**config.mk**
```make
export PLATFORM = sky130hd
export DESIGN_NAME = usb_fs_out_dist
export DESIGN_NICKNAME = d
export VERILOG_FILES = /design/src/rtl/usb_fs_pkg.sv /design/src/rtl/usb_fs_rr_pick.sv /design/src/rtl/usb_fs_out_dist.sv
export SDC_FILE = /design/constraint.sdc
export NUM_CORES = 1
export LEC_CHECK = 0
export CORE_UTILIZATION = 45
export DETAILED_ROUTE_END_ITERATION = 7
export PLACE_DENSITY_LB_ADDON = 0.3
export SLEW_MARGIN = 25
export SYNTH_ARGS = -nofsm -noshare
export SYNTH_HDL_FRONTEND = slang
export SYNTH_HIERARCHICAL = 1
export SYNTH_SLANG_ARGS = --single-unit
```
**constraint.sdc**
```tcl
create_clock -name clk -period 5.7 [get_ports clk]
set_clock_uncertainty 0.1 [all_clocks]
set_input_delay 0.57 -clock clk [delete_from_list [all_inputs] [get_ports clk]]
set_output_delay 0.57 -clock clk [all_outputs]
set_load 0.005 [all_outputs]
```
**src/rtl/usb_fs_pkg.sv**
```systemverilog
// usb_fs_pkg: shared FSM encoding and endpoint sizing constants for the USB FS endpoint arbiters
package usb_fs_pkg;
  localparam int MAX_EPS = 16;
  localparam int EP_IDX_W = $clog2(MAX_EPS);
  typedef enum logic [1:0] {IDLE, LOCK, GAP} dist_state_e;
endpackage

```
**src/rtl/usb_fs_rr_pick.sv**
```systemverilog
// usb_fs_rr_pick: combinational round-robin picker, first requester after the last winner
module usb_fs_rr_pick
  import usb_fs_pkg::*;
#(
  parameter int N = 1
) (
  input  logic [N-1:0]        req,
  input  logic [EP_IDX_W-1:0] last,
  output logic [N-1:0]        onehot,
  output logic [EP_IDX_W-1:0] idx,
  output logic                found
);
  // scan last+1 .. last+N with a single wrap so the index never leaves 0..N-1
  always_comb begin
    int j;
    onehot = '0;
    idx = '0;
    found = 1'b0;
    j = 0;
    for (int k = 1; k <= N; k++) begin
      j = int'(last) + k;
      j = (j >= N) ? j - N : j;
      if (!found && req[j]) begin
        found = 1'b1;
        onehot[j] = 1'b1;
        idx = EP_IDX_W'(j);
      end
    end
  end
endmodule

```
**src/rtl/usb_fs_out_dist.sv**
```systemverilog
// usb_fs_out_dist: locks the PE OUT byte stream to one endpoint per transfer; optional USB_FS_OUT_DIST_TIMEOUT_EN watchdog
module usb_fs_out_dist
  import usb_fs_pkg::*;
#(
  parameter int NUM_OUT_EPS    = 1,
  parameter int TIMEOUT_CYCLES = 1024
) (
  input  logic                   clk,
  input  logic                   reset_n,
  input  logic [NUM_OUT_EPS-1:0] out_ep_req,
  output logic [NUM_OUT_EPS-1:0] out_ep_grant,
  input  logic [NUM_OUT_EPS-1:0] out_ep_data_get,
  output logic [NUM_OUT_EPS-1:0] out_ep_data_put,
  output logic [7:0]             out_ep_data,
  input  logic [7:0]             pe_out_data,
  input  logic                   pe_out_data_valid,
  output logic                   pe_out_data_get
);
  dist_state_e state, state_n;
  logic [NUM_OUT_EPS-1:0] grant_n, pick_oh, elig;
  logic [EP_IDX_W-1:0] rr_last, rr_n, pick_idx;
  logic pick_found, req_g, get_g, pop, revoke;
  assign req_g = |(out_ep_req & out_ep_grant);
  assign get_g = |(out_ep_data_get & out_ep_grant);
  assign pop = reset_n && state == LOCK && req_g && get_g && pe_out_data_valid;
  assign pe_out_data_get = pop;
`ifdef USB_FS_OUT_DIST_TIMEOUT_EN
  localparam int CW = $clog2(TIMEOUT_CYCLES + 1);
  logic [CW-1:0] cnt;
  logic [NUM_OUT_EPS-1:0] revoked;
  assign revoke = state == LOCK && cnt == CW'(TIMEOUT_CYCLES);
  assign elig = out_ep_req & ~revoked;
  // idle-grant watchdog; a revoked endpoint stays excluded until it drops req
  always_ff @(posedge clk) begin
    if (!reset_n) begin
      cnt <= '0;
      revoked <= '0;
    end else begin
      cnt <= (state == LOCK && !pop && !revoke) ? cnt + 1'b1 : '0;
      revoked <= (revoked | (revoke ? out_ep_grant : '0)) & out_ep_req;
    end
  end
`else
  assign revoke = TIMEOUT_CYCLES < 0;
  assign elig = out_ep_req;
`endif
  usb_fs_rr_pick #(.N(NUM_OUT_EPS)) u_pick (
    .req   (elig),
    .last  (rr_last),
    .onehot(pick_oh),
    .idx   (pick_idx),
    .found (pick_found)
  );
  // next-state: pick in IDLE, hold in LOCK, one dead cycle in GAP
  always_comb begin
    state_n = state;
    grant_n = out_ep_grant;
    rr_n = rr_last;
    case (state)
      IDLE: if (pick_found) begin
        state_n = LOCK;
        grant_n = pick_oh;
        rr_n = pick_idx;
      end
      LOCK: if (!req_g || revoke) begin
        state_n = GAP;
        grant_n = '0;
      end
      default: state_n = IDLE;
    endcase
  end
  // state, grant and registered byte return
  always_ff @(posedge clk) begin
    if (!reset_n) begin
      state <= IDLE;
      out_ep_grant <= '0;
      rr_last <= EP_IDX_W'(NUM_OUT_EPS - 1);
      out_ep_data_put <= '0;
      out_ep_data <= '0;
    end else begin
      state <= state_n;
      out_ep_grant <= grant_n;
      rr_last <= rr_n;
      out_ep_data_put <= pop ? out_ep_grant : '0;
      out_ep_data <= pop ? pe_out_data : out_ep_data;
    end
  end
endmodule
```
# Word level (Yosys, flattened, before mapping)
# Index checks and enable logic that the tools add are counted.
[totals] ff_bits=16 latch_bits=0 ram_bits=0 mem_bits_ro=0 in_bits=13 out_inout_bits=11 word_cells=39 memories=0
[op_classes] n_addsub=2 multipliers=0 div_mod_pow=0 magnitude_cmp=3 eq_ne=3 n_shift=0 mux=13 bitwise_logic=2 n_reduce_logical=11
[op_table] cell="$ge A32 B1 Y1 const B" n=1
[op_table] cell="$ge A32 B2 Y1 const B" n=1
[op_table] cell="$lt A32 B2 Y1 const B" n=1
[op_table] cell="$mux W32" n=1
[op_table] cell="$sub A32 B2 Y32 const B" n=1
[op_table] cell="$mux W1" n=7
[op_table] cell="$reduce_and A2 Y1" n=3
[op_table] cell="$add A4 B1 Y5 const B" n=1
[op_table] cell="$logic_and A1 B1 Y1" n=5
[op_table] cell="$mux W2" n=2
[op_table] cell="$mux W4" n=1
[op_table] cell="$ne A2 B2 Y1 const B" n=2
[op_table] cell="$pmux W2 S2" n=1
[op_table] cell="$reduce_and A3 Y1" n=1
[op_table] cell="$and A1 B1 Y1" n=2
[op_table] cell="$eq A2 B1 Y1 const B" n=1
[op_table] cell="$logic_not A2 Y1" n=1
[op_table] cell="$pmux W1 S2" n=1
[op_table] cell="$reduce_bool A2 Y1" n=1

# Logic depth before layout (Yosys ltp)
[logic_depth] depth_word=9 mapped_depth=10 depth_no_buf=10

# Modules after synthesis
# Netlist, hierarchy kept.
[by_module_without_submodules] mod="usb_fs_out_dist" instances=1 cells_each=67 area_per_inst_um2=666.9 seq_area_each_um2=320.3
[by_module_without_submodules] mod="usb_fs_rr_pick" instances=1 cells_each=39 area_per_inst_um2=259.0 seq_area_each_um2=0.0

# Worst setup path after synthesis
# No wires, ideal clock.
[synth_timing] path_type="register to register" start="register rr_last[0]" end="register rr_last[3]" setup_ns=0.116 arrival_ns=1.924 required_time_ns=5.484 path_slack_ns=3.560 stages_incl_launch_ff=10 path_buffers=0 period_less_slack_ns=2.140 path_cell_list="dfxtp_1 > ha_1 > and2_4 > nor2b_1 > ha_1 > a21o_1 > nor3_1 > mux2_2 > mux2i_1 > nor2b_1"
[synth_between] elab_chain_cells=4 word_cells_on_any_way=5 cone_classes="2 x add/sub; 1 x order compare; 2 x mux"
[synth_lines] element="start: declaration" line="usb_fs_out_dist.sv:21" source="logic [EP_IDX_W-1:0] rr_last, rr_n, pick_idx;"
[synth_lines] element="start signal: assignment" line="usb_fs_out_dist.sv:77" source="rr_last <= EP_IDX_W'(NUM_OUT_EPS - 1);"
[synth_lines] element="start signal: assignment" line="usb_fs_out_dist.sv:83" source="rr_last <= rr_n;"
[synth_lines] element="$add A4 B1 Y5 (*)" line="usb_fs_rr_pick.sv:21" source="j = int'(last) + k;"
[synth_lines] element="$sub A32 B2 Y32 or $ge A32 B2 Y1 (tied branches)" line="usb_fs_rr_pick.sv:22" source="j = (j >= N) ? j - N : j;"
[synth_lines] element="$mux W32 (*)" line="usb_fs_rr_pick.sv:22"
[synth_lines] element="$mux W4 (*)" line="usb_fs_rr_pick.sv:23" source="if (!found && req[j]) begin"
[synth_lines] element="net pick_idx[3]" line="usb_fs_out_dist.sv:21"
# The timed path passes the listed nets; every way through them passes the cells marked *.
# A chain may end at the register's enable or synchronous reset.

# Worst setup path after layout
[layout_timing] start="input port reset_n" end="output port pe_out_data_get"
[layout_between] elab_chain_cells=4
[layout_lines] element="start: declaration" line="usb_fs_out_dist.sv:9" source="input logic reset_n,"
[layout_lines] element="$logic_and A1 B1 Y1 (4 in series)" line="usb_fs_out_dist.sv:25" source="assign pop = reset_n && state == LOCK && req_g && get_g && pe_out_data_valid;"
[layout_lines] element="end: declaration" line="usb_fs_out_dist.sv:17" source="output logic pe_out_data_get"
# Every way passes these cells.

==> summary.txt <==
Detailed routing
  – DRT met1 WL: 860 um
  – DRT antenna net count: 0
  – TritonRoute pass-1 iters: 4
  – Vias: about 810
  – First-iteration detailed-routing DRC count: 7
  – DRC viols: 0
  – DR vias/cell: 5.20
  – Met3 wire len: 83 um
  – Top Layer Used: met4
  – Routed WL: 1.80 mm
  – Met2 wire length: 826 um
  – WL per Instance: 11.6 um

Yosys
  – Sequential area share after synthesis: 0.346
  – Area share of the largest cell type after synthesis: 0.346
  – Synth area leaders: dfxtp_1 35%, mux2i_1 14%, nand2_1 7.7%
  – Synth unique cells: 35
  – Synthesized instance count: 106
  – Synthesized area: 926 sq um
  – Avg Cell Area, Syn: 8.73 sq um
  – Synthesized Nets: 122
  – Synth area leader: dfxtp_1
  – Seq cells post-synth: 16
  – Synth Warn #: 6

CTS
  – PostCTS Resize Cnt: 0
  – Post-CTS Repair Setup Buffers: 0
  – Longest Clk Path Bufs: 2
  – CTS tree: yes
  – CTS sink count: 16
  – Total CTS buffers: 3
  – CTS H-tree lvls: 1
  – CTS root buf: clkbuf_4
  – Hold buffer count at cts: 0
  – Worst skew pair latency: 0.28 ns
  – Reg clk slew, reported paths: roughly 0.09 ns

Cells and area
  – Layout cells sized above 1: 0.0930
  – Area Growth Syn to Fin: 29.6%
  – Ant diodes: 0
  – Nets: around 150
  – Final core occ: 0.618
  – Design Area, Final: 1200 sq um

Die
  – Core ar.: 1940 sq um
  – Initial Util: 0.477
  – Rows: 16
  – IO Count: 24
  – Die area: 2240 sq um
  – Die Ht: 47.4 um
  – Die width: 47.4 um

Pwr
  – Max IR drop VDD: between 0.0001 and 0.00015 V
  – Pleak: 0.430 nW
  – Power per standard cell area: around 180 nW/um^2

Timing
  – Slew HR: 0.476
  – Final period utilization: 0.528
  – Minimum clock period after layout: 3.01 ns
  – Slew at the pin with the worst max-slew slack: 0.782 ns
  – Setup TNS: 0 ns
  – Max Freq: 332 MHz
  – Fin. max-slew vios: 0
  – Final hold violations: 0
  – Unrepaired setup endpoints after global routing: false
  – Final setup fails: 0
  – Worst hold margin: 0.363 ns

Global route
  – Global Route Usage Sum: 0.164
  – Total gr overflow: 0
  – Initial antenna violation count: 0
  – Largest net degree at the start of global routing: 24
  – Vias in the first global route: 630
  – First-pass GRT wire length: 2.59 mm

Critical path
  – CP dominant cell by count: clkdlybuf4s50_1
  – Buf/Inv on CP: 2
  – Critical path cell sequence: clkdlybuf4s50_1 > nand3b_1 > nor2_1 > clkdlybuf4s50_1
  – Crit end category: output pin
  – Critical-path top delay cell: clkdlybuf4s50_1
  – Worst path top cell family by delay: buffers and inverters
  – WP data required: 5.03 ns
  – Worst-path fanout max: 23
  – WS Path Type: in2out
  – Delay of the slowest critical-path stage: 0.90 ns
  – Startpoint Class: input pin
  – Crit path DAT: about 2.3 ns

Placed design
  – Gpl congestion: 0.787
  – DP HPWL: 1.33 mm
  – Post-DP Area: between 1000 and 1500 sq um
  – Port-buffer cells: 23

Status
  – Outcome: finished, final reports clean

Worst hold path
  – HP Class: reg2reg

Run
  – Maxcap violations: 0
==> metrics by stage <==
step / setup slack (ns) / power (W) / cells
after floorplan: 3.56 / 0.000129 / 106
after global routing: 2.54 / 0.000222 / 156
after CTS: 2.66 / 0.000214 / 156
final: 2.69 / 0.000212 / 156
after detailed placement: 2.67 / 0.000141 / 152
after global placement: 2.70 / 0.000140 / 152
==> power by group <==
group / total, W / switching, W / internal [W]
logic: 0.0000225 / 0.00000866 / 0.0000138
registers: 0.000116 / 0.00000249 / 0.000113
clock network: 0.0000736 / 0.0000348 / 0.0000388
==> synthesized netlist by cell type <==
master,instances
a21o_1,1
a21oi_1,6
a21oi_2,1
a31oi_1,2
and2_1,2
and2_4,1
buf_4,1
buf_6,1
clkbuf_1,2
dfxtp_1,16
ha_1,3
inv_1,3
mux2_2,1
mux2i_1,13
nand2_1,19
nand2b_4,1
nand3_1,2
nand3b_1,2
nand4_2,1
nor2_1,4
nor2b_1,7
nor3_1,1
nor3b_1,1
nor3b_2,1
nor3b_4,1
nor4_1,1
o211ai_1,1
o21a_1,1
o21ai_0,4
o21bai_1,1
or2_1,1
or2_2,1
or2b_1,1
or3_1,1
xnor2_1,1
==> cells in the final DEF (no fill, tap or decap), types with 3 or more instances in the layout <==
cell and instances:
clkbuf_4 3, nor2_1 4, nand2_1 19, mux2i_1 13, inv_1 3, a21oi_1 6
dfxtp_1 16, clkdlybuf4s50_1 23, nor2b_1 7, ha_1 3, o21ai_0 4
==> state kept, by name, summed over array words and instances (netlist names) <==
register / cells
out_ep_data: 8
state: 2
out_ep_data_put: 1
rr_last: 4
out_ep_grant: 1
==> final cells by class <==
type	count	area, sq um
sequential	16	320
clock buffer	4	36.3
multi-input combinational	83	568
fill	180	742
inverter	3	11.3
timing repair buffer	23	230
tap	27	33.8
==> layer usage <==
metal / global-route usage / vias to the layer above
met5: 0 / -
met3: 0.0346 / 6
li1: - / 414
met4: 0.0857 / 0
met2: 0.249 / 25
met1: 0.215 / 366
==> cells by family after synthesis <==
logic type / share of synthesized area
muxes: 0.153
AOI/OAI and AO/OA: 0.109
buffers and inverters: 0.0405
adders and majority gates: 0.0405
xor gates and xnor gates: 0.00946
and+or+nand+nor: 0.301
DFF: 0.346
==> path summary, 6_finish.rpt <==
kind | from | end | slack (ns) | cells past startpoint
max | reset_n | pe_out_data_get | 2.69 | 4
min | out_ep_data[2]$_SDFFE_PN0P_ | out_ep_data[2]$_SDFFE_PN0P_ | 0.36 | 2
max reg2reg | rr_last[0]$_SDFFE_PN0P_ | rr_last[3]$_SDFFE_PN0P_ | 3.27 | 9
min reg2reg | out_ep_data[2]$_SDFFE_PN0P_ | out_ep_data[2]$_SDFFE_PN0P_ | 0.36 | 2
==> worst register-to-register path, cell delays in order (launching register included) <==
cell and delay (ns):
dfxtp_1 0.43, ha_1 0.25, and2_4 0.19, nand2_1 0.06, ha_1 0.25, a21o_1 0.20, nor3_1 0.29, mux2_2 0.38
mux2i_1 0.13, nor2b_1 0.06
No activity file was read; power rests on OpenSTA's default activity.
